**src/rtl/full_adder_pkg.sv**
```systemverilog
// Shared constants and a reference add function for the ripple-carry adder.
// fa_ref is wide enough for the largest legal WIDTH; callers use bits [WIDTH:0].
package full_adder_pkg;

    localparam int unsigned FA_DEFAULT_WIDTH = 1;
    localparam int unsigned FA_MAX_WIDTH     = 64;

    // Operands narrower than FA_MAX_WIDTH must be zero-extended; {cout,sum} is then bits [WIDTH:0].
    function automatic logic [FA_MAX_WIDTH:0] fa_ref(
        input logic [FA_MAX_WIDTH-1:0] a,
        input logic [FA_MAX_WIDTH-1:0] b,
        input logic                    cin
    );
        return {1'b0, a} + {1'b0, b} + {{FA_MAX_WIDTH{1'b0}}, cin};
    endfunction

endpackage

```
**src/rtl/full_adder_bit.sv**
```systemverilog
// Combinational 1-bit full-adder cell: one link of the ripple-carry chain.
module full_adder_bit (
    input  logic a,
    input  logic b,
    input  logic cin,
    output logic s,
    output logic cout
);

    assign s    = a ^ b ^ cin;
    assign cout = (a & b) | (a & cin) | (b & cin);

endmodule

```
**src/rtl/full_adder.sv**
```systemverilog
// Registered WIDTH-bit ripple-carry adder with carry in/out and a valid qualifier.
// One cycle of latency; invalid cycles hold sum/Cout and drop out_valid.
module full_adder
    import full_adder_pkg::*;
#(
    parameter int unsigned WIDTH = FA_DEFAULT_WIDTH
) (
    input  logic             clk,
    input  logic             rst,
    input  logic             in_valid,
    input  logic [WIDTH-1:0] a,
    input  logic [WIDTH-1:0] b,
    input  logic             Cin,
    output logic [WIDTH-1:0] sum,
    output logic             Cout,
    output logic             out_valid
);

    logic [WIDTH:0]   carry_s;
    logic [WIDTH-1:0] sum_s;

    logic [WIDTH-1:0] sum_d;
    logic [WIDTH-1:0] sum_q;
    logic             cout_d;
    logic             cout_q;
    logic             out_valid_d;
    logic             out_valid_q;

    assign carry_s[0] = Cin;

    for (genvar i = 0; i < WIDTH; i++) begin : g_bit
        full_adder_bit u_bit (
            .a    (a[i]),
            .b    (b[i]),
            .cin  (carry_s[i]),
            .s    (sum_s[i]),
            .cout (carry_s[i+1])
        );
    end

    // Next-state: capture the chain result on a valid cycle, otherwise hold data and clear valid.
    always_comb begin
        sum_d       = sum_q;
        cout_d      = cout_q;
        out_valid_d = 1'b0;
        if (in_valid) begin
            sum_d       = sum_s;
            cout_d      = carry_s[WIDTH];
            out_valid_d = 1'b1;
        end else begin
            sum_d       = sum_q;
            cout_d      = cout_q;
            out_valid_d = 1'b0;
        end
    end

    // Output register stage; reset discards any in-flight result.
    always_ff @(posedge clk or posedge rst) begin
        if (rst) begin
            sum_q       <= {WIDTH{1'b0}};
            cout_q      <= 1'b0;
            out_valid_q <= 1'b0;
        end else begin
            sum_q       <= sum_d;
            cout_q      <= cout_d;
            out_valid_q <= out_valid_d;
        end
    end

    assign sum       = sum_q;
    assign Cout      = cout_q;
    assign out_valid = out_valid_q;

endmodule

```
**config.mk**
```make
export PLATFORM = sky130hd
export DESIGN_NAME = full_adder
export DESIGN_NICKNAME = d
export VERILOG_FILES = /design/src/rtl/full_adder_pkg.sv /design/src/rtl/full_adder_bit.sv /design/src/rtl/full_adder.sv
export SDC_FILE = /design/constraint.sdc
export NUM_CORES = 1
export LEC_CHECK = 0
export ABC_AREA = 1
export ABC_CLOCK_PERIOD_IN_PS = 1540
export CAP_MARGIN = 10
export CORE_AREA = 2 2 39 41
export CTS_BUF_LIST = sky130_fd_sc_hd__clkbuf_8
export DETAILED_ROUTE_END_ITERATION = 12
export DIE_AREA = 0 0 41 43
export PLACE_DENSITY = 0.3
export SETUP_SLACK_MARGIN = 0.3
export SLEW_MARGIN = 10
export SYNTH_ARGS = -nofsm -noshare
export SYNTH_HDL_FRONTEND = slang
export SYNTH_SLANG_ARGS = --single-unit
```
**constraint.sdc**
```tcl
create_clock -name clk -period 1.54 [get_ports clk]
set_input_delay 0.308 -clock clk [delete_from_list [all_inputs] [get_ports clk]]
set_output_delay 0.308 -clock clk [all_outputs]
set_load 0.05 [all_outputs]
```
==> results of run 1 <==
==> flip-flops by register name (all words and copies together) (netlist names) <==
| signal | flops |
|---|---|
| sum | 1 |
| out_valid | 1 |
| Cout | 1 |
==> area by class of cell <==
class                      count  area (um^2)  share of cell area (%)
clock buffer                   3        41.29                   13.98
tap                           16        20.02                   6.780
inverter                       2        7.507                   2.542
multi-input combinational      7        42.54                   14.41
clock inverter                 1        3.754                   1.271
sequential                     3        75.07                   25.42
timing repair buffer           8        105.1                   35.59
==> layer usage <==
layer  GRT usage (%)  wire, um  vias to the layer above
met5               0         0                        -
met1           5.537       119                       42
met2           3.438        88                        9
met4           8.000         0                        0
met3           4.712        51                        0
li1                -         -                       57
==> per-stage QoR <==
step	utilization [%]	total power, uW	hold WS (ns)
6_report	21.34	396.9	0.2646
5_1_grt	21.34	415.9	0.2756
4_1_cts	20.80	407.8	0.2667
3_5_place_dp	17.54	184.0	0.4869
3_3_place_gp	17.54	184.0	0.4910
2_1_floorplan	-	132.0	0.06164
==> layout by cell type (no fill, tap or decap), drive strengths merged <==
cell / n
buf: 3
clkbuf: 3
inv: 3
fa: 1
clkdlybuf4s50: 2
dfrtp: 3
nand2: 6
dlymetal6s2s: 3
==> kinds of logic (layout without fill, tap and decap cells) <==
kind of cell  after synthesis  count (layout)  synth area share, %
fa+ha+maj                   1               1                16.00
buf+inv                     2              14                6.002
simple gates                6               6                18.00
flops                       3               3                60.00
==> worst paths after layout <==
path / end / slack [ns] / depth (start not counted)
max: Cout / 0.46 / 1
max reg2reg: Cout / 0.91 / 2
min in group clk: sum / 0.49 / 4
max in group asynchronous: out_valid / 1.14 / 2
min: Cout / 0.26 / 2
min reg2reg: sum / 0.53 / 2
==> power groups by stage <==
stage / registers, uW / clock network, uW / logic (uW)
detailed placement: 96.3 / 0 / 87.7
CTS: 95.5 / 224 / 87.9
floorplan: 121 / 0 / 10.6
global placement: 96.5 / 0 / 87.5
global route: 96.5 / 228 / 91.9
finish: 95.3 / 216 / 85.6
==> out/results.txt, run 1 <==
Clock Power Share - 54.4%
Most common cell in the netlist - nand2_1
Post-synth top area cell - dfrtp_1
Clock tree buffer depth - 2
First-pass GRT wire length - 462 um
Post-Syn Nets - 19
P_int - 299.3 uW
Slew Limit Fails - 0
Status - complete, no violations
Crit. End Element - output port
CP max stage cell - dfrtp_1
Final Hold Fails - 0
Residual DRC - 0
Mapped cell area - 125.1 um^2
Routed Antenna Nets - 0
Crit path largest cell delay - 0.40 ns
Mapped Cells - 12
Skew final - 0 ns
Pwr dens - 1344 nW/um^2
Pin count of the biggest net entering global routing - 5
Synth Flop Type - dfrtp_1
Core region area - 1384 um^2
Number of synthesized register bits - 3
Global route total overflow - 0
Row count - 14
Worst R2R Start - Cout
Pre-antenna DRT Iters - 2
Placed cell count - 36
CP Class - reg -> out
H-Tree Level Count - 1
Synth-to-Final Area Change - 136.0%
CP Launch Point - Cout
Avg WL per Cell - 6.475 um
EDFF count, synth - 0
Fraction of layout cells with a size suffix above 1 - 25.00%
Peak supply drop - 232.4 uV
Clock root cell - clkbuf_8
Seq/Total Area, Yosys - 60.00%
Switching power - 97.59 uW
TritonCTS clock tree - done
Synth top cells by count - nand2_1, dfrtp_1, inv_1
Clock-pin transition on the worst setup and hold timing paths - 0.03 ns
Top post-synthesis cells by area - dfrtp_1, nand2_1, fa_1, inv_1
Startpoint Class - flop
Initial antenna violation count - 0
FMAX - 925.0 MHz
GRT Overall Usage - 4.940%
Crit-path cells - buf_12
RSZ-0062 raised after global routing - no
Nets@finish - 32
Routability Congestion - 0.5508
Cell variety after synth - 4
Crit path DAT - 0.77 ns
I/O pin total - 9
Relative slew slack - 90.22%
Die Wd - 41 um
Req. time, crit path - 1.23 ns
Pre-CTS setup slack - 0.08574 ns
Worst-Skew Late Latency - 0.21 ns
CP bufs+invs - 1
Fillers - 157
Cts hold-fix bufs - 0
Detailed router's first-iteration violation count - 2
Post-CTS Setup Bufs - 0
YS warnings - 0
Syn avg cell area - 10.43 um^2
Initial Util - 9.042%
Final WS setup - 0.4589 ns
Final min period - 1.081 ns
Clock sink count - 3
PostCTS Resize Cnt - 0
# Max-Cap Violations - 0
Number of global-route vias before repair - 122
Area post-placement - 242.7 um^2
Hold WC Path Type - in -> async
Setup_tns - 0 ns
Top delay family on crit path - flip-flops
Post-synth ARST share - 100.0%
Seq pwr share - 24.0%
Die Ht - 43 um
Finished Cell Area - 295.3 um^2
CTS Buf Count - 3
Combinational group share of total power - 21.6%
Pleak - 0.0001683 uW
Final Cycle Share - 70.20%
Yosys top cell area share - 60.00%
Die ar. - 1763 um^2
Sw frac - 24.59%
Worst Tran Pin Value - 0.1479 ns
Via count - 108
Final setup violation count - 0
CP max FO - 2
Routed wire length - 259 um
Fin cells - 40
Vias per cell - 2.700
Number of diodes - 0
Buffers on Ports - 8
(Power assumes the default switching activity.)
==> inputs of run 2 (changes only) <==
--- a/config.mk
+++ b/config.mk
@@ -6,13 +6,13 @@
 export NUM_CORES = 1
 export LEC_CHECK = 0
 export ABC_AREA = 1
-export ABC_CLOCK_PERIOD_IN_PS = 1540
+export ABC_CLOCK_PERIOD_IN_PS = 920
 export CAP_MARGIN = 10
 export CORE_AREA = 2 2 39 41
 export CTS_BUF_LIST = sky130_fd_sc_hd__clkbuf_8
 export DETAILED_ROUTE_END_ITERATION = 12
 export DIE_AREA = 0 0 41 43
-export PLACE_DENSITY = 0.3
+export PLACE_DENSITY = 0.31
 export SETUP_SLACK_MARGIN = 0.3
 export SLEW_MARGIN = 10
 export SYNTH_ARGS = -nofsm -noshare
==> constraint.sdc (replaced) <==
create_clock -name clk -period 0.92 [get_ports clk]
set_input_delay 0.184 -clock clk [delete_from_list [all_inputs] [get_ports clk]]
set_output_delay 0.184 -clock clk [all_outputs]
set_load 0.05 [all_outputs]
==> run 2 against run 1 <==
The flow now finishes with violations (negative setup slack). Sequential share of layout area increased by 0.20 points. Sequential power increased by 70%. Flip-flop and latch count unchanged. Via count increased by 18%.
==> out/results.txt, run 2 (same netlist as run 1, synthesis figures left out) <==
Violated checks - negative setup slack
Initial Util - 9.042% (unchanged)
Worst r2r dst - sum
Crit-path cells - buf_12
Clock root cell - clkbuf_8
Fraction of layout cells with a size suffix above 1 - 52.00% (+27 points)
Sequential standard cell area - 77.57 um^2 (+3.3%)
Req. time, crit path - 0.74 ns (-0.49 ns)
Pre-antenna DRT Iters - 2 (unchanged)
R2R Setup Slk - 0.17 ns (-0.74 ns)
Crit path DAT - 0.77 ns (about the same)
Vias per cell - 3.098 (+15%)
Die Wd - 41 um (unchanged)
Avg WL per Cell - 7.122 um (+10%)
Relative slew slack - 91.13% (+0.90 points)
Synth-to-Final Area Change - 142.0%
Final Cycle Share - 104.0%
Buffers on Ports - 8 (unchanged)
Pleak - 0.0001510 uW (-10%)
Fillers - 155 (-1.3%)
Hold WC Path Type - in -> async
Final WS setup - -0.03649 ns (-0.4954 ns)
Die Ht - 43 um (unchanged)
Fin util - 21.88% (+0.54 points)
Peak supply drop - 575.0 uV (+150%)
Crit path largest cell delay - 0.41 ns (about the same)
Global route total overflow - 0 (unchanged)
Residual DRC - 0 (unchanged)
Detailed router's first-iteration violation count - 1 (-1)
Die ar. - 1763 um^2 (unchanged)
Total power - 683.9 uW (+72%)
Via count - 127 (+18%)
Clock-pin transition on the worst setup and hold timing paths - 0.03 ns (about the same)
Nets@finish - 33 (+3.1%)
Startpoint Class - flop
Row count - 14 (unchanged)
CP max FO - 2 (unchanged)
Routed Antenna Nets - 0 (unchanged)
Number of global-route vias before repair - 157 (+29%)
CTS Buf Count - 3 (unchanged)
Clock sink count - 3 (unchanged)
Area of the multi-input gates - 45.04 um^2 (+5.9%)
# Max-Cap Violations - 0 (unchanged)
CP bufs+invs - 1 (unchanged)
Routability Congestion - 0.5618 (+2.0%)
First-pass GRT wire length - 558 um (+21%)
CP Launch Point - Cout
Core region area - 1384 um^2 (unchanged)
Status - finished, violations left
RSZ-0062 raised after global routing - yes
FMAX - 1045 MHz
Slew Limit Fails - 0 (unchanged)
Final setup violation count - 3 (+3)
Final Hold Fails - 0 (unchanged)
Reg2Reg Depth - 3 (+1)
Final min period - 0.9565 ns
Pin count of the biggest net entering global routing - 5 (unchanged)
Crit. End Element - output port
Pwr dens - 2259 nW/um^2 (+68%)
TritonCTS clock tree - done
GRT Overall Usage - 5.651% (+0.71 points)
Worst Tran Pin Value - 0.1331 ns (-0.01475 ns)
I/O pin total - 9 (unchanged)
Most frequent cells in the layout - nand2_1, inv_1, clkbuf_8, buf_12
Routed wire length - 292 um (+13%)
CP max stage cell - dfrtp_2
Skew final - 0 ns (unchanged)
Commonest non-fill, non-tap cell in the layout - nand2_1
Worst-Skew Late Latency - 0.21 ns (about the same)
Initial antenna violation count - 0 (unchanged)
H-Tree Level Count - 1 (unchanged)
Top delay family on crit path - flip-flops
Clock tree buffer depth - 2 (unchanged)
Number of diodes - 0 (unchanged)
Worst R2R Start - sum
CP Class - reg -> out
run 2: metrics by stage:
step           TNS [ns]  std cells  hold slack, ns  cell area [um^2]  setup WS [ns]
4_1_cts         -0.1163         41          0.1540             302.8       -0.04671
5_1_grt         -0.1625         41          0.1724             302.8       -0.05693
2_1_floorplan         0         12        -0.06249             127.6        0.06393
3_3_place_gp    -0.7428         36          0.3669             257.7        -0.3923
6_report       -0.09372         41          0.1477             302.8       -0.03649
3_5_place_dp    -0.7743         36          0.3739             257.7        -0.4124
run 2: report_power, final:
part           switching, uW  internal (uW)
sequential              14.0            148
clock                   81.0            283
combinational           75.3           82.0
run 2: layout make-up:
cell class / count / area share [%]
clock inverter: 1 / 1.240
timing repair buffer: 9 / 35.54
tap: 16 / 6.612
sequential: 3 / 25.62
multi-input combinational: 7 / 14.88
inverter: 2 / 2.479
clock buffer: 3 / 13.64
run 2: repair_timing:
action                                  in CTS  in global routing
setup buffers                                1                  0
endpoints found under the setup margin       5                  5
hold buffers                                 0                  0
pin swaps                                    3                  0
endpoints found under the hold margin        0                  0
resized for setup                           15                  0
run 2: worst max path at each step:
stage / endpoint / depth (start not counted) / slack, ns
final: Cout / 1 / -0.04
after global routing: Cout / 1 / -0.06
after CTS: Cout / 1 / -0.05
after detailed placement: sum / 4 / -0.41
after global placement: sum / 4 / -0.39
after floorplan: sum / 3 / 0.06
run 2: per-layer routing:
layer  up-vias  part of all wire [%]  global-route usage [%]
li1         59                     -                       -
met1        59                    44                   5.229
met2         9                    42                   5.938
met3         0                    14                   6.283
met4         0                     0                   6.000
met5         -                     0                       0
